$ cat src/rtl/alu_pkg.sv
// ---------------------------------------------------------------------------
// alu_pkg
//   Shared definitions for the ALU and its wide-operation sequencer:
//   - ALU op-code encodings (4-bit sel field)
//   - is_arith(): true for ops whose carry/overflow are meaningful and chain
//   - Sequencer FSM state encoding
// ---------------------------------------------------------------------------
package alu_pkg;

    localparam logic [3:0] SEL_AND  = 4'b0000;
    localparam logic [3:0] SEL_OR   = 4'b0001;
    localparam logic [3:0] SEL_NOT  = 4'b0010;
    localparam logic [3:0] SEL_NOR  = 4'b0011;
    localparam logic [3:0] SEL_XOR  = 4'b0100;
    localparam logic [3:0] SEL_NAND = 4'b0101;
    localparam logic [3:0] SEL_ADD  = 4'b0110;
    localparam logic [3:0] SEL_SUB  = 4'b0111;

    // Only ADD and SUB propagate a carry between words and report cout/ovf.
    // Every other code, including unlisted ones, is treated as a logic op.
    function automatic logic is_arith(input logic [3:0] sel);
        return (sel == SEL_ADD) || (sel == SEL_SUB);
    endfunction

    typedef enum logic [1:0] {
        ST_IDLE = 2'd0,
        ST_EXEC = 2'd1,
        ST_RESP = 2'd2
    } seq_state_t;

endpackage

$ cat src/rtl/alu_word_mux.sv
// ---------------------------------------------------------------------------
// alu_word_mux
//   Selects word idx of a WORDS*W-bit vector (word 0 = least significant).
//   Ports:
//     vec   in   WORDS*W  packed wide operand
//     idx   in   IDX_W    word index, values >= WORDS give 0
//     word  out  W        selected word
// ---------------------------------------------------------------------------
module alu_word_mux #(
    parameter int W     = 32,
    parameter int WORDS = 2,
    parameter int IDX_W = 1
) (
    input  logic [WORDS*W-1:0] vec,
    input  logic [IDX_W-1:0]   idx,
    output logic [W-1:0]       word
);

    always_comb begin
        // NOTE: default first so every path assigns 'word'; otherwise an
        // unmatched index would hold the old value and infer a latch.
        word = '0;
        for (int i = 0; i < WORDS; i++) begin
            if (idx == IDX_W'(i)) begin
                word = vec[i*W +: W];
            end
        end
    end

endmodule

$ cat src/rtl/alu_wide_sequencer.sv
// ---------------------------------------------------------------------------
// alu_wide_sequencer
//   Breaks a WORDS*W-bit operation into W-bit ALU operations, LSW first,
//   one word per cycle. For ADD/SUB the ALU carry-out of word k feeds the
//   carry-in of word k+1; logic ops get carry-in 0 above word 0. The wide
//   result and flags are returned on a valid/ready response port.
//   The ALU itself is combinational and lives in the parent.
//
//   Ports:
//     clk, rst_n                   clock, asynchronous active-low reset
//     req_valid/req_ready          request handshake
//     req_a, req_b (WORDS*W)       operands
//     req_sel (4), req_cin         op code, carry-in for word 0
//     alu_a, alu_b (W), alu_sel,   driven to the ALU while executing,
//     alu_cin                      0 otherwise
//     alu_y (W), alu_cout, alu_neg,
//     alu_zero, alu_ovf            ALU result and flags, same cycle
//     rsp_valid/rsp_ready          response handshake
//     rsp_y (WORDS*W)              wide result
//     rsp_cout, rsp_neg, rsp_zero,
//     rsp_ovf                      wide flags
//     rsp_err                      overflow trap
//
//   Configuration macro:
//     ALU_SEQ_OVF_TRAP_EN  defined: rsp_err mirrors final ADD/SUB overflow.
//                          undefined: rsp_err tied 0.
//
//   Timing: accept in cycle T, EXEC in T+1..T+WORDS, rsp_valid from T+WORDS+1.
// ---------------------------------------------------------------------------
module alu_wide_sequencer
    import alu_pkg::*;
#(
    parameter int W     = 32,
    parameter int WORDS = 2
) (
    input  logic               clk,
    input  logic               rst_n,

    input  logic               req_valid,
    output logic               req_ready,
    input  logic [WORDS*W-1:0] req_a,
    input  logic [WORDS*W-1:0] req_b,
    input  logic [3:0]         req_sel,
    input  logic               req_cin,

    output logic [W-1:0]       alu_a,
    output logic [W-1:0]       alu_b,
    output logic [3:0]         alu_sel,
    output logic               alu_cin,
    input  logic [W-1:0]       alu_y,
    input  logic               alu_cout,
    input  logic               alu_neg,
    input  logic               alu_zero,
    input  logic               alu_ovf,

    output logic               rsp_valid,
    input  logic               rsp_ready,
    output logic [WORDS*W-1:0] rsp_y,
    output logic               rsp_cout,
    output logic               rsp_neg,
    output logic               rsp_zero,
    output logic               rsp_ovf,
    output logic               rsp_err
);

    localparam int K_W = (WORDS > 1) ? $clog2(WORDS) : 1;
    localparam logic [K_W-1:0] K_LAST = K_W'(WORDS - 1);

    seq_state_t state, state_next;

    logic [K_W-1:0]     k;
    logic [WORDS*W-1:0] a_q, b_q, y_q;
    logic [3:0]         sel_q;
    logic               cin_q;
    logic               carry_q;
    logic               zero_acc;
    logic               cout_q, neg_q, zero_q, ovf_q;

    logic [W-1:0]       word_a, word_b;
    logic               last_word;

    assign last_word = (k == K_LAST);

    alu_word_mux #(.W(W), .WORDS(WORDS), .IDX_W(K_W)) u_mux_a (
        .vec  (a_q),
        .idx  (k),
        .word (word_a)
    );

    alu_word_mux #(.W(W), .WORDS(WORDS), .IDX_W(K_W)) u_mux_b (
        .vec  (b_q),
        .idx  (k),
        .word (word_b)
    );

    // State register
    always_ff @(posedge clk or negedge rst_n) begin
        if (!rst_n) begin
            state <= ST_IDLE;
        end else begin
            // NOTE: non-blocking so every register samples pre-edge values,
            // independent of the order the always_ff blocks are evaluated.
            state <= state_next;
        end
    end

    // Next state and handshake / ALU drive
    always_comb begin
        state_next = state;
        req_ready  = 1'b0;
        rsp_valid  = 1'b0;
        alu_a      = '0;
        alu_b      = '0;
        alu_sel    = '0;
        alu_cin    = 1'b0;
        unique case (state)
            ST_IDLE: begin
                req_ready = 1'b1;
                if (req_valid) state_next = ST_EXEC;
            end
            ST_EXEC: begin
                alu_a   = word_a;
                alu_b   = word_b;
                alu_sel = sel_q;
                // Word 0 takes the request carry; higher words chain only
                // for arithmetic ops.
                alu_cin = (k == '0) ? cin_q : (is_arith(sel_q) & carry_q);
                if (last_word) state_next = ST_RESP;
            end
            ST_RESP: begin
                rsp_valid = 1'b1;
                if (rsp_ready) state_next = ST_IDLE;
            end
            default: state_next = ST_IDLE;
        endcase
    end

    // Operand latch, word counter, result assembly and flag capture
    always_ff @(posedge clk or negedge rst_n) begin
        if (!rst_n) begin
            // NOTE: operand and result registers are reset too, so a reset
            // mid-operation leaves no stale data visible on rsp_y.
            k        <= '0;
            a_q      <= '0;
            b_q      <= '0;
            y_q      <= '0;
            sel_q    <= '0;
            cin_q    <= 1'b0;
            carry_q  <= 1'b0;
            zero_acc <= 1'b0;
            cout_q   <= 1'b0;
            neg_q    <= 1'b0;
            zero_q   <= 1'b0;
            ovf_q    <= 1'b0;
        end else begin
            unique case (state)
                ST_IDLE: begin
                    if (req_valid) begin
                        a_q      <= req_a;
                        b_q      <= req_b;
                        sel_q    <= req_sel;
                        cin_q    <= req_cin;
                        k        <= '0;
                        zero_acc <= 1'b1;
                    end
                end
                ST_EXEC: begin
                    for (int i = 0; i < WORDS; i++) begin
                        if (k == K_W'(i)) y_q[i*W +: W] <= alu_y;
                    end
                    carry_q  <= alu_cout;
                    zero_acc <= zero_acc & alu_zero;
                    if (last_word) begin
                        cout_q <= is_arith(sel_q) & alu_cout;
                        ovf_q  <= is_arith(sel_q) & alu_ovf;
                        neg_q  <= alu_neg;
                        zero_q <= zero_acc & alu_zero;
                    end else begin
                        k <= k + K_W'(1);
                    end
                end
                default: ;
            endcase
        end
    end

    assign rsp_y    = y_q;
    assign rsp_cout = cout_q;
    assign rsp_neg  = neg_q;
    assign rsp_zero = zero_q;
    assign rsp_ovf  = ovf_q;

`ifdef ALU_SEQ_OVF_TRAP_EN
    // ovf_q is already masked to ADD/SUB, so the trap is just its copy.
    assign rsp_err = ovf_q;
`else
    assign rsp_err = 1'b0;
`endif

endmodule

$ cat config.mk
export PLATFORM = sky130hd
export DESIGN_NAME = alu_wide_sequencer
export DESIGN_NICKNAME = d
export VERILOG_FILES = /design/src/rtl/alu_pkg.sv /design/src/rtl/alu_word_mux.sv /design/src/rtl/alu_wide_sequencer.sv
export SDC_FILE = /design/constraint.sdc
export NUM_CORES = 1
export LEC_CHECK = 0
export ABC_AREA = 1
export BUFFER_PORTS_ARGS = -buffer_cell sky130_fd_sc_hd__clkbuf_2
export CAP_MARGIN = 25
export CORE_MARGIN = 2
export CORE_UTILIZATION = 55
export DETAILED_ROUTE_END_ITERATION = 10
export HOLD_SLACK_MARGIN = 0.08
export PLACE_DENSITY = 0.85
export SKIP_CTS_REPAIR_TIMING = 1
export SYNTH_ARGS = -nofsm -noshare
export SYNTH_HDL_FRONTEND = slang
export SYNTH_HIERARCHICAL = 1
export SYNTH_SLANG_ARGS = --single-unit
$ cat constraint.sdc
create_clock -name clk -period 2.2 [get_ports clk]
set_input_delay 0.33 -clock clk [delete_from_list [all_inputs] [get_ports clk]]
set_output_delay 0.33 -clock clk [all_outputs]
set_load 0.01 [all_outputs]
==> results.sh, run 1 <==
export IMPL_synth_seq_cells=206
export IMPL_p_per_area_mw_per_mm2=1430
export IMPL_cp_required_ns=1.87
export IMPL_die_area_mm2=0.0182
export IMPL_status="finished, violations left"
export IMPL_drv_cap=0
export IMPL_clockBufferDepth=3
export IMPL_synth_cells=1235
export IMPL_p_sw_frac=0.418
export IMPL_drive_gt1_frac=0.241
export IMPL_worstMarginPinSlew_ns=0.678
export IMPL_synth_edf_count=0
export IMPL_seqPwrFrac=0.354
export IMPL_clock_latency_ns=0.50
export IMPL_rows=47
export IMPL_nFillCells=979
export IMPL_synthTopCellsByCount="nand2_1 (751), dfrtp_1 (206), nor2_1 (70)"
export IMPL_switchingPower_mw=8.01
export IMPL_setup_slack_ns=-0.0796
export IMPL_grt_pass1_wl_um=40200
export IMPL_hpwl_um=17100
export IMPL_holdWs_ns=0.0620
export IMPL_crit_path_end_kind="primary output"
export IMPL_fin_skew_ns=0.0136
export IMPL_arrival_ns=1.95
export IMPL_setup_viol=4
export IMPL_p_clk_frac=0.212
export IMPL_grt_antenna_before_repair=4
export IMPL_initial_core_util=0.565
export IMPL_core_mm2=0.0167
export IMPL_synth_avg_cell_area_um2=7.64
export IMPL_multi_input_area_mm2=0.00348
export IMPL_cts_root_buf="clkbuf_16"
export IMPL_vias=10048
export IMPL_dp_cells=1720
export IMPL_die_h_um=135
export IMPL_synth_most_common_cell="nand2_1"
export IMPL_seq_area_mm2=0.00516
export IMPL_violations="setup timing"
export IMPL_drtPass1Iterations=8
export IMPL_io_pins=313
export IMPL_io_buffers=311
export IMPL_cts_sinks=206
export IMPL_area_growth_pct=42.0
export IMPL_syn_nets=1408
export IMPL_chipWidth_um=135
export IMPL_hold_path_class="in2reg"
export IMPL_ys_warn_count=6
export IMPL_grt_pass1_vias=8469
export IMPL_yosysTopAreaCell="dfrtp_1"
export IMPL_wire_per_inst_um=16.8
export IMPL_crit_fanout=16
export IMPL_synth_top_area_share=0.546
export IMPL_synth_cell_types=21
export IMPL_final_max_slew_violation_count=0
export IMPL_synth_seq_area_share=0.546
export IMPL_relSlewSlack=0.548
export IMPL_final_util=0.803
export IMPL_crit_path_start_kind="flop"
export IMPL_cts_htree_levels=1
export IMPL_path_class="reg2out"
export IMPL_avgViaCountPerCell=5.25
export IMPL_wl_um=32200
export IMPL_netlist_top_cells_area="dfrtp_1 (55%), nand2_1 (30%), nor2_1 (2.8%)"
export IMPL_fin_nets=1848
export IMPL_grt_overflow=0
export IMPL_combPwrFrac=0.435
export IMPL_grt_max_degree=137
export IMPL_initialDrtViolationCount=883
export IMPL_power_mw=19.2
export IMPL_netlist_area_mm2=0.00944
export IMPL_period_share=1.04
export IMPL_gp_congestion=0.837
export IMPL_instances_no_fill=1914
export IMPL_ir_worst_vdd_uv=977
export IMPL_finalHoldViolations=0
export IMPL_cts_tree="done"
export IMPL_fmax_mhz=439
export IMPL_drtAntennaViolNets=0
export IMPL_clk_pin_slew_ns=0.06
export IMPL_ys_flop_type="dfrtp_1"
export IMPL_numCtsBuffers=22
export IMPL_grtUsageTotal=0.275
export IMPL_p_int_mw=11.2
export IMPL_synthArstFlopShare=1.00
export IMPL_drcViolationCount=0
export IMPL_place_worst_setup_slack_ns=0.471
export IMPL_p_leak_nw=7.80
export IMPL_finalCriticalPeriod_ns=2.28
[placed cells by master (no fill, tap or decap), types with 2 or more instances in the layout]
cell           instances
dfrtp_1              204
inv_1                 68
clkbuf_16             23
clkbuf_8               6
dlygate4sd3_1        146
nand2_1              750
nor2_1                69
inv_2                  3
nand2_2               21
bufinv_16              4
buf_12                11
nand2_4                2
nand3_1               38
clkbuf_2             309
buf_4                 14
clkinv_2               2
o21ai_0                2
clkbuf_1               3
diode_2                5
[path summary, 6_finish.rpt]
check	startpoint	to	slack [ns]	cells after the start
max	k	alu_b[16]	-0.08	8
min	alu_y[15]	rsp_y[47]	0.06	3
max reg2reg	k	rsp_y[8]	0.51	6
min reg2reg	rsp_y[10]	rsp_y[10]	0.47	2
max in group asynchronous	rst_n	b_q[36]	1.14	3
min in group asynchronous	rst_n	b_q[59]	0.33	2
[cells by family (layout without fill, tap and decap cells)]
group / after synthesis / after routing / synth area share
AND/OR/NAND/NOR: 883 / 883 / 0.365
AO/OA/AOI/OAI: 3 / 3 / 0.00186
buffers and inverters: 142 / 596 / 0.0867
other: 1 / 6 / 0.000397
flip-flops: 206 / 206 / 0.546
[through the flow]
step | setup TNS [ns] | cell area, um2
6_report | -0.184 | 13400
5_1_grt | -0.767 | 13400
4_1_cts | -0.983 | 11800
3_5_place_dp | 0 | 11000
3_3_place_gp | 0 | 11000
2_1_floorplan | 0 | 9440
[worst max-delay path: stages (launching register included)]
cell and delay, ns:
dfrtp_4 0.48, buf_12 0.16, buf_12 0.13, inv_8 0.11, nand2_1 0.08, nand2_1 0.09, inv_1 0.05, nor2_1 0.17
clkbuf_2 0.17
[registers in the layout, indices dropped and copies added, names as in the netlist]
name	flops
rsp_y	64
rsp_zero	1
cin_q	1
carry_q	1
zero_acc	1
a_q	64
k	1
state	2
rsp_ovf	1
rsp_cout	1
b_q	64
rsp_neg	1
sel_q	4
[cell type report]
class | count | area share
flip-flops and latches | 206 | 0.385
multi-input cells | 887 | 0.259
repair buffers | 483 | 0.251
repair inverters | 1 | 0.000840
clock inverters | 7 | 0.0103
clock buffers | 31 | 0.0489
diodes | 5 | 0.000933
well taps | 220 | 0.0205
inverters | 74 | 0.0238
[per-layer routing]
metal / routed length, um / track usage / up-vias
li1: - / - / 4530
met1: 11800 / 0.356 / 4673
met2: 16000 / 0.468 / 675
met3: 2620 / 0.0469 / 170
met4: 1710 / 0.101 / 0
met5: 0 / 0 / -
[power groups by stage]
stage,clock network (mW),registers [mW],logic [mW]
finish,4.05,6.78,8.33
global route,4.23,6.95,9.19
CTS,4.08,6.74,7.46
detailed placement,0,6.75,7.42
global placement,0,6.71,7.20
floorplan,0,6.81,5.01
No activity file was read; power rests on OpenSTA's default activity.
==> run 2: changes to the inputs <==
--- a/config.mk
+++ b/config.mk
@@ -6,7 +6,8 @@
 export NUM_CORES = 1
 export LEC_CHECK = 0
 export ABC_AREA = 1
-export BUFFER_PORTS_ARGS = -buffer_cell sky130_fd_sc_hd__clkbuf_2
+export ABC_CLOCK_PERIOD_IN_PS = 2200
+export BUFFER_PORTS_ARGS = -buffer_cell sky130_fd_sc_hd__buf_4
 export CAP_MARGIN = 25
 export CORE_MARGIN = 2
 export CORE_UTILIZATION = 55
==> run 2 against run 1 <==
Maximum frequency rose by 1.7%. Clock-buffer cell count fell by 2. Power rose by 2.9%. Non-clock buffer count rose by 19. The flow still finishes with violations (setup timing). Cell area rose by 6.1%. Combinational power rose by 9.8%. Clock power fell by 8.6%. Worst hold slack improved by 0.026 ns. Critical path type unchanged. Die area did not move. Critical endpoint is now alu_a[25].
==> results.sh, run 2 (synthesis results as in run 1) <==
export IMPL_fmax_mhz=446
export IMPL_drive_gt1_frac=0.233
export IMPL_setup_viol=3
export IMPL_finalCriticalPeriod_ns=2.24
export IMPL_setup_slack_ns=-0.0422
export IMPL_crit_path_start_kind="flop"
export IMPL_initial_core_util=0.565
export IMPL_grt_pass1_wl_um=42000
export IMPL_wl_um=34700
export IMPL_core_mm2=0.0167
export IMPL_drtAntennaViolNets=0
export IMPL_die_area_mm2=0.0182
export IMPL_period_share=1.02
export IMPL_final_util=0.852
export IMPL_switchingPower_mw=8.29
export IMPL_grt_max_degree=137
export IMPL_power_mw=19.7
export IMPL_io_buffers=311
export IMPL_rows=47
export IMPL_io_pins=313
export IMPL_cts_sinks=206
export IMPL_drv_cap=0
export IMPL_holdWs_ns=0.0884
export IMPL_drcViolationCount=0
export IMPL_area_growth_pct=50.7
export IMPL_p_clk_frac=0.188
export IMPL_hold_path_class="in2reg"
export IMPL_clk_pin_slew_ns=0.06
export IMPL_clock_latency_ns=0.50
export IMPL_hpwl_um=17700
export IMPL_dp_cells=1719
export IMPL_numCtsBuffers=22
export IMPL_worstMarginPinSlew_ns=0.592
export IMPL_fin_skew_ns=0.00582
export IMPL_cts_root_buf="clkbuf_16"
export IMPL_crit_fanout=32
export IMPL_combPwrFrac=0.464
export IMPL_final_cell_mix="nand2_1 (751), buf_4 (324), dfrtp_1 (205), dlygate4sd3_1 (167), nor2_1 (70)"
export IMPL_final_common_cell="nand2_1"
export IMPL_relSlewSlack=0.605
export IMPL_cts_htree_levels=1
export IMPL_p_per_area_mw_per_mm2=1390
export IMPL_path_class="reg2out"
export IMPL_gp_congestion=0.876
export IMPL_clockBufferDepth=3
export IMPL_grt_overflow=0
export IMPL_finalHoldViolations=0
export IMPL_seqPwrFrac=0.348
export IMPL_status="finished, violations left"
export IMPL_instances_no_fill=1924
export IMPL_final_max_slew_violation_count=0
export IMPL_crit_path_end_kind="primary output"
export IMPL_violations="setup timing"
export IMPL_cp_required_ns=1.87
export IMPL_avgViaCountPerCell=5.38
export IMPL_p_sw_frac=0.420
export IMPL_drtPass1Iterations=7
export IMPL_placedInstanceArea_mm2=0.0118
export IMPL_grt_antenna_before_repair=1
export IMPL_design_area_mm2=0.0142
export IMPL_fin_nets=1866
export IMPL_ir_worst_vdd_uv=942
export IMPL_p_leak_nw=8.03
export IMPL_cts_tree="done"
export IMPL_wire_per_inst_um=18.1
export IMPL_grt_pass1_vias=8554
export IMPL_grtUsageTotal=0.287
export IMPL_chipWidth_um=135
export IMPL_vias=10358
export IMPL_p_int_mw=11.4
export IMPL_initialDrtViolationCount=956
export IMPL_die_h_um=135
export IMPL_arrival_ns=1.91
==> run 2: cell type report <==
class,instances,area [um2]
multi-input cells,887,3470
fillers,845,2470
clock buffers,29,628
repair buffers,502,4310
flip-flops and latches,206,5160
well taps,220,275
inverters,74,312
clock inverters,4,70.1
diodes,2,5.00
==> run 2: per-stage QoR <==
step | TNS [ns] | setup WS, ns
after global placement | 0 | 0.438
after CTS | -1.69 | -0.117
after global routing | -0.226 | -0.0471
after detailed placement | 0 | 0.427
final | -0.0890 | -0.0422
after floorplan | 0 | 0.792
==> run 2: power groups by stage <==
stage | clock network, mW | registers, mW | logic (mW)
6_report | 3.70 | 6.86 | 9.15
2_1_floorplan | 0 | 6.81 | 5.01
4_1_cts | 3.71 | 6.73 | 8.22
3_5_place_dp | 0 | 6.74 | 8.15
5_1_grt | 3.88 | 7.02 | 9.90
3_3_place_gp | 0 | 6.68 | 7.97
==> run 2: routing by layer <==
metal	wire, um	share of wire	global-route usage	vias up
met5	0	0	0	-
met4	2050	0.059	0.126	0
met3	3080	0.089	0.0548	191
met2	17400	0.50	0.469	753
met1	12200	0.35	0.377	4852
li1	-	-	-	4562
==> run 2: worst paths after layout <==
path                                start         to  slack, ns  depth (start not counted)
worst max-delay path                    k  alu_a[25]      -0.04                          7
worst min-delay path              alu_ovf    rsp_ovf       0.09                          3
worst max register to register          k   rsp_y[1]       0.29                          7
worst min register to register  rsp_y[29]  rsp_y[29]       0.48                          2
max in group asynchronous           rst_n    a_q[51]       1.11                          3
min in group asynchronous           rst_n    b_q[20]       0.38                          2
==> run 2: critical path, cell delays in order (launching register included) <==
cell,delay (ns)
dfrtp_2,0.45
buf_12,0.19
clkinv_8,0.17
nand2_1,0.09
nand2_1,0.09
inv_1,0.05
nor2_1,0.19
buf_4,0.17
==> run 3: changes to the inputs <==
--- a/config.mk
+++ b/config.mk
@@ -8,12 +8,12 @@
 export ABC_AREA = 1
 export ABC_CLOCK_PERIOD_IN_PS = 2200
 export BUFFER_PORTS_ARGS = -buffer_cell sky130_fd_sc_hd__buf_4
-export CAP_MARGIN = 25
+export CAP_MARGIN = 0
 export CORE_MARGIN = 2
 export CORE_UTILIZATION = 55
 export DETAILED_ROUTE_END_ITERATION = 10
 export HOLD_SLACK_MARGIN = 0.08
-export PLACE_DENSITY = 0.85
+export PLACE_DENSITY = 0.95
 export SKIP_CTS_REPAIR_TIMING = 1
 export SYNTH_ARGS = -nofsm -noshare
 export SYNTH_HDL_FRONTEND = slang
==> run 3 against run 2 <==
The flow still finishes with violations (setup timing). Non-clock buffer count unchanged. Sequential power increased by 1%. Worst setup slack got worse by 0.040 ns. Critical path depth unchanged. Largest cell class unchanged. Via count increased by 6.3%. Maximum frequency decreased by 1.7%. Die area unchanged. Cell area decreased by 0.17%. Worst hold slack got worse by 0.058 ns. Core utilization decreased by 0.14 points. Cell count increased by 0.26%. Sequential share of layout area increased by 0.078 points.
==> results.sh, run 3 (synthesis results as in run 1) <==
export IMPL_status="finished, violations left"
export IMPL_violations="setup timing"
export IMPL_io_pins=313
export IMPL_cts_tree="done"
export IMPL_crit_fanout=10
export IMPL_numCtsBuffers=22
export IMPL_ir_worst_vdd_uv=1040
export IMPL_path_class="reg2out"
export IMPL_nFillCells=782
export IMPL_hold_path_class="in2reg"
export IMPL_worstMarginPinSlew_ns=0.662
export IMPL_cts_sinks=206
export IMPL_grt_overflow=0
export IMPL_crit_path_start_kind="flop"
export IMPL_seq_area_mm2=0.00516
export IMPL_wire_per_inst_um=20.1
export IMPL_grt_pass1_wl_um=42900
export IMPL_hpwl_um=18500
export IMPL_clock_latency_ns=0.52
export IMPL_fin_skew_ns=0.0112
export IMPL_chipWidth_um=135
export IMPL_instances_no_fill=1929
export IMPL_drtAntennaViolNets=0
export IMPL_vias=11006
export IMPL_avgViaCountPerCell=5.71
export IMPL_die_area_mm2=0.0182
export IMPL_initialDrtViolationCount=1084
export IMPL_drv_cap=0
export IMPL_crit_top_cell="buf_4"
export IMPL_crit_path_end_kind="primary output"
export IMPL_area_growth_pct=50.5
export IMPL_cp_num_buf_inv=4
export IMPL_multi_input_area_mm2=0.00347
export IMPL_crit_chain="buf_4 -> buf_4 -> nand2_1 -> nand2_1 -> inv_1 -> nor2_1 -> buf_4"
export IMPL_drcViolationCount=0
export IMPL_dp_cells=1717
export IMPL_holdWs_ns=0.0304
export IMPL_clk_pin_slew_ns=0.07
export IMPL_io_buffers=311
export IMPL_rows=47
export IMPL_initial_core_util=0.565
export IMPL_setup_slack_ns=-0.0821
export IMPL_fin_nets=1867
export IMPL_die_h_um=135
export IMPL_grt_pass1_vias=9032
export IMPL_arrival_ns=1.95
export IMPL_cp_top_family="buffers and inverters"
export IMPL_final_cell_mix="nand2_1 (751), buf_4 (326), dfrtp_1 (205), dlygate4sd3_1 (166), nor2_1 (70)"
export IMPL_relSlewSlack=0.559
export IMPL_core_mm2=0.0167
export IMPL_grt_antenna_before_repair=2
export IMPL_grt_max_degree=137
export IMPL_cts_root_buf="clkbuf_16"
export IMPL_cts_htree_levels=1
export IMPL_p_per_area_mw_per_mm2=1420
export IMPL_gp_congestion=0.834
export IMPL_grtUsageTotal=0.294
export IMPL_finalHoldViolations=0
export IMPL_finalCriticalPeriod_ns=2.28
export IMPL_final_common_cell="nand2_1"
export IMPL_fmax_mhz=438
export IMPL_p_leak_nw=8.02
export IMPL_period_share=1.04
export IMPL_power_mw=20.2
export IMPL_drtPass1Iterations=8
export IMPL_final_max_slew_violation_count=0
export IMPL_clockBufferDepth=3
export IMPL_cp_required_ns=1.87
export IMPL_setup_viol=5
export IMPL_slowest_stage="dfrtp_4"
export IMPL_wl_um=38800
export IMPL_drive_gt1_frac=0.234
export IMPL_max_stage_delay_ns=0.43
[run 3: cell types whose count changed in the layout (fill, tap and decap cells not counted), moves of 2 or more]
| cell | change |
|---|---|
| clkinv_2 | +2 |
| buf_12 | -2 |
| clkinv_8 | +2 |
| clkbuf_1 | +4 |
| buf_4 | +2 |
[run 3: per-layer routing]
| metal | vias up | wire length [um] | GRT usage |
|---|---|---|---|
| met4 | 2 | 3350 | 0.136 |
| met3 | 336 | 4030 | 0.0623 |
| met2 | 1026 | 18800 | 0.508 |
| met5 | - | 13 | 0 |
| met1 | 5085 | 12600 | 0.354 |
| li1 | 4557 | - | - |
[run 3: stage by stage]
step | area, um2 | TNS [ns] | setup slack (ns) | utilization
6_report | 14200 | -0.149 | -0.0821 | 0.850
5_1_grt | 14200 | -0.671 | -0.0876 | 0.850
4_1_cts | 12500 | -6.19 | -0.214 | 0.746
3_5_place_dp | 11800 | 0 | 0.345 | 0.704
3_3_place_gp | 11800 | 0 | 0.371 | 0.704
2_1_floorplan | 9440 | 0 | 0.792 | -
[run 3: path summary, 6_finish.rpt]
kind / startpoint / end / slack (ns) / cells after the start
worst max-delay path: k / alu_b[10] / -0.08 / 7
worst min-delay path: req_a[47] / a_q[47] / 0.03 / 3
worst max register to register: state[0] / a_q[28] / 0.38 / 6
worst min register to register: b_q[34] / b_q[34] / 0.48 / 2
max in group asynchronous: rst_n / rsp_y[1] / 1.02 / 3
min in group asynchronous: rst_n / b_q[16] / 0.37 / 2
[run 3: tightest hold or removal path: stages]
cell and delay, ns:
buf_4 0.08, nand2_1 0.04, nand2_1 0.06
[run 3: cell type report]
type	instances	area share
repair buffers	502	0.302
flip-flops and latches	206	0.363
inverters	74	0.0215
repair inverters	1	0.000617
clock buffers	31	0.0425
well taps	220	0.0194
diodes	1	0.000176
multi-input cells	887	0.244
clock inverters	7	0.00678
[run 3: power breakdown]
| group | internal, mW | leakage, nW | total (mW) | switching (mW) |
|---|---|---|---|---|
| sequential | 5.64 | 2.54 | 6.96 | 1.32 |
| combinational | 3.56 | 5.14 | 9.49 | 5.93 |
| clock | 2.15 | 0.345 | 3.72 | 1.57 |
| total | 11.4 | 8.02 | 20.2 | 8.82 |
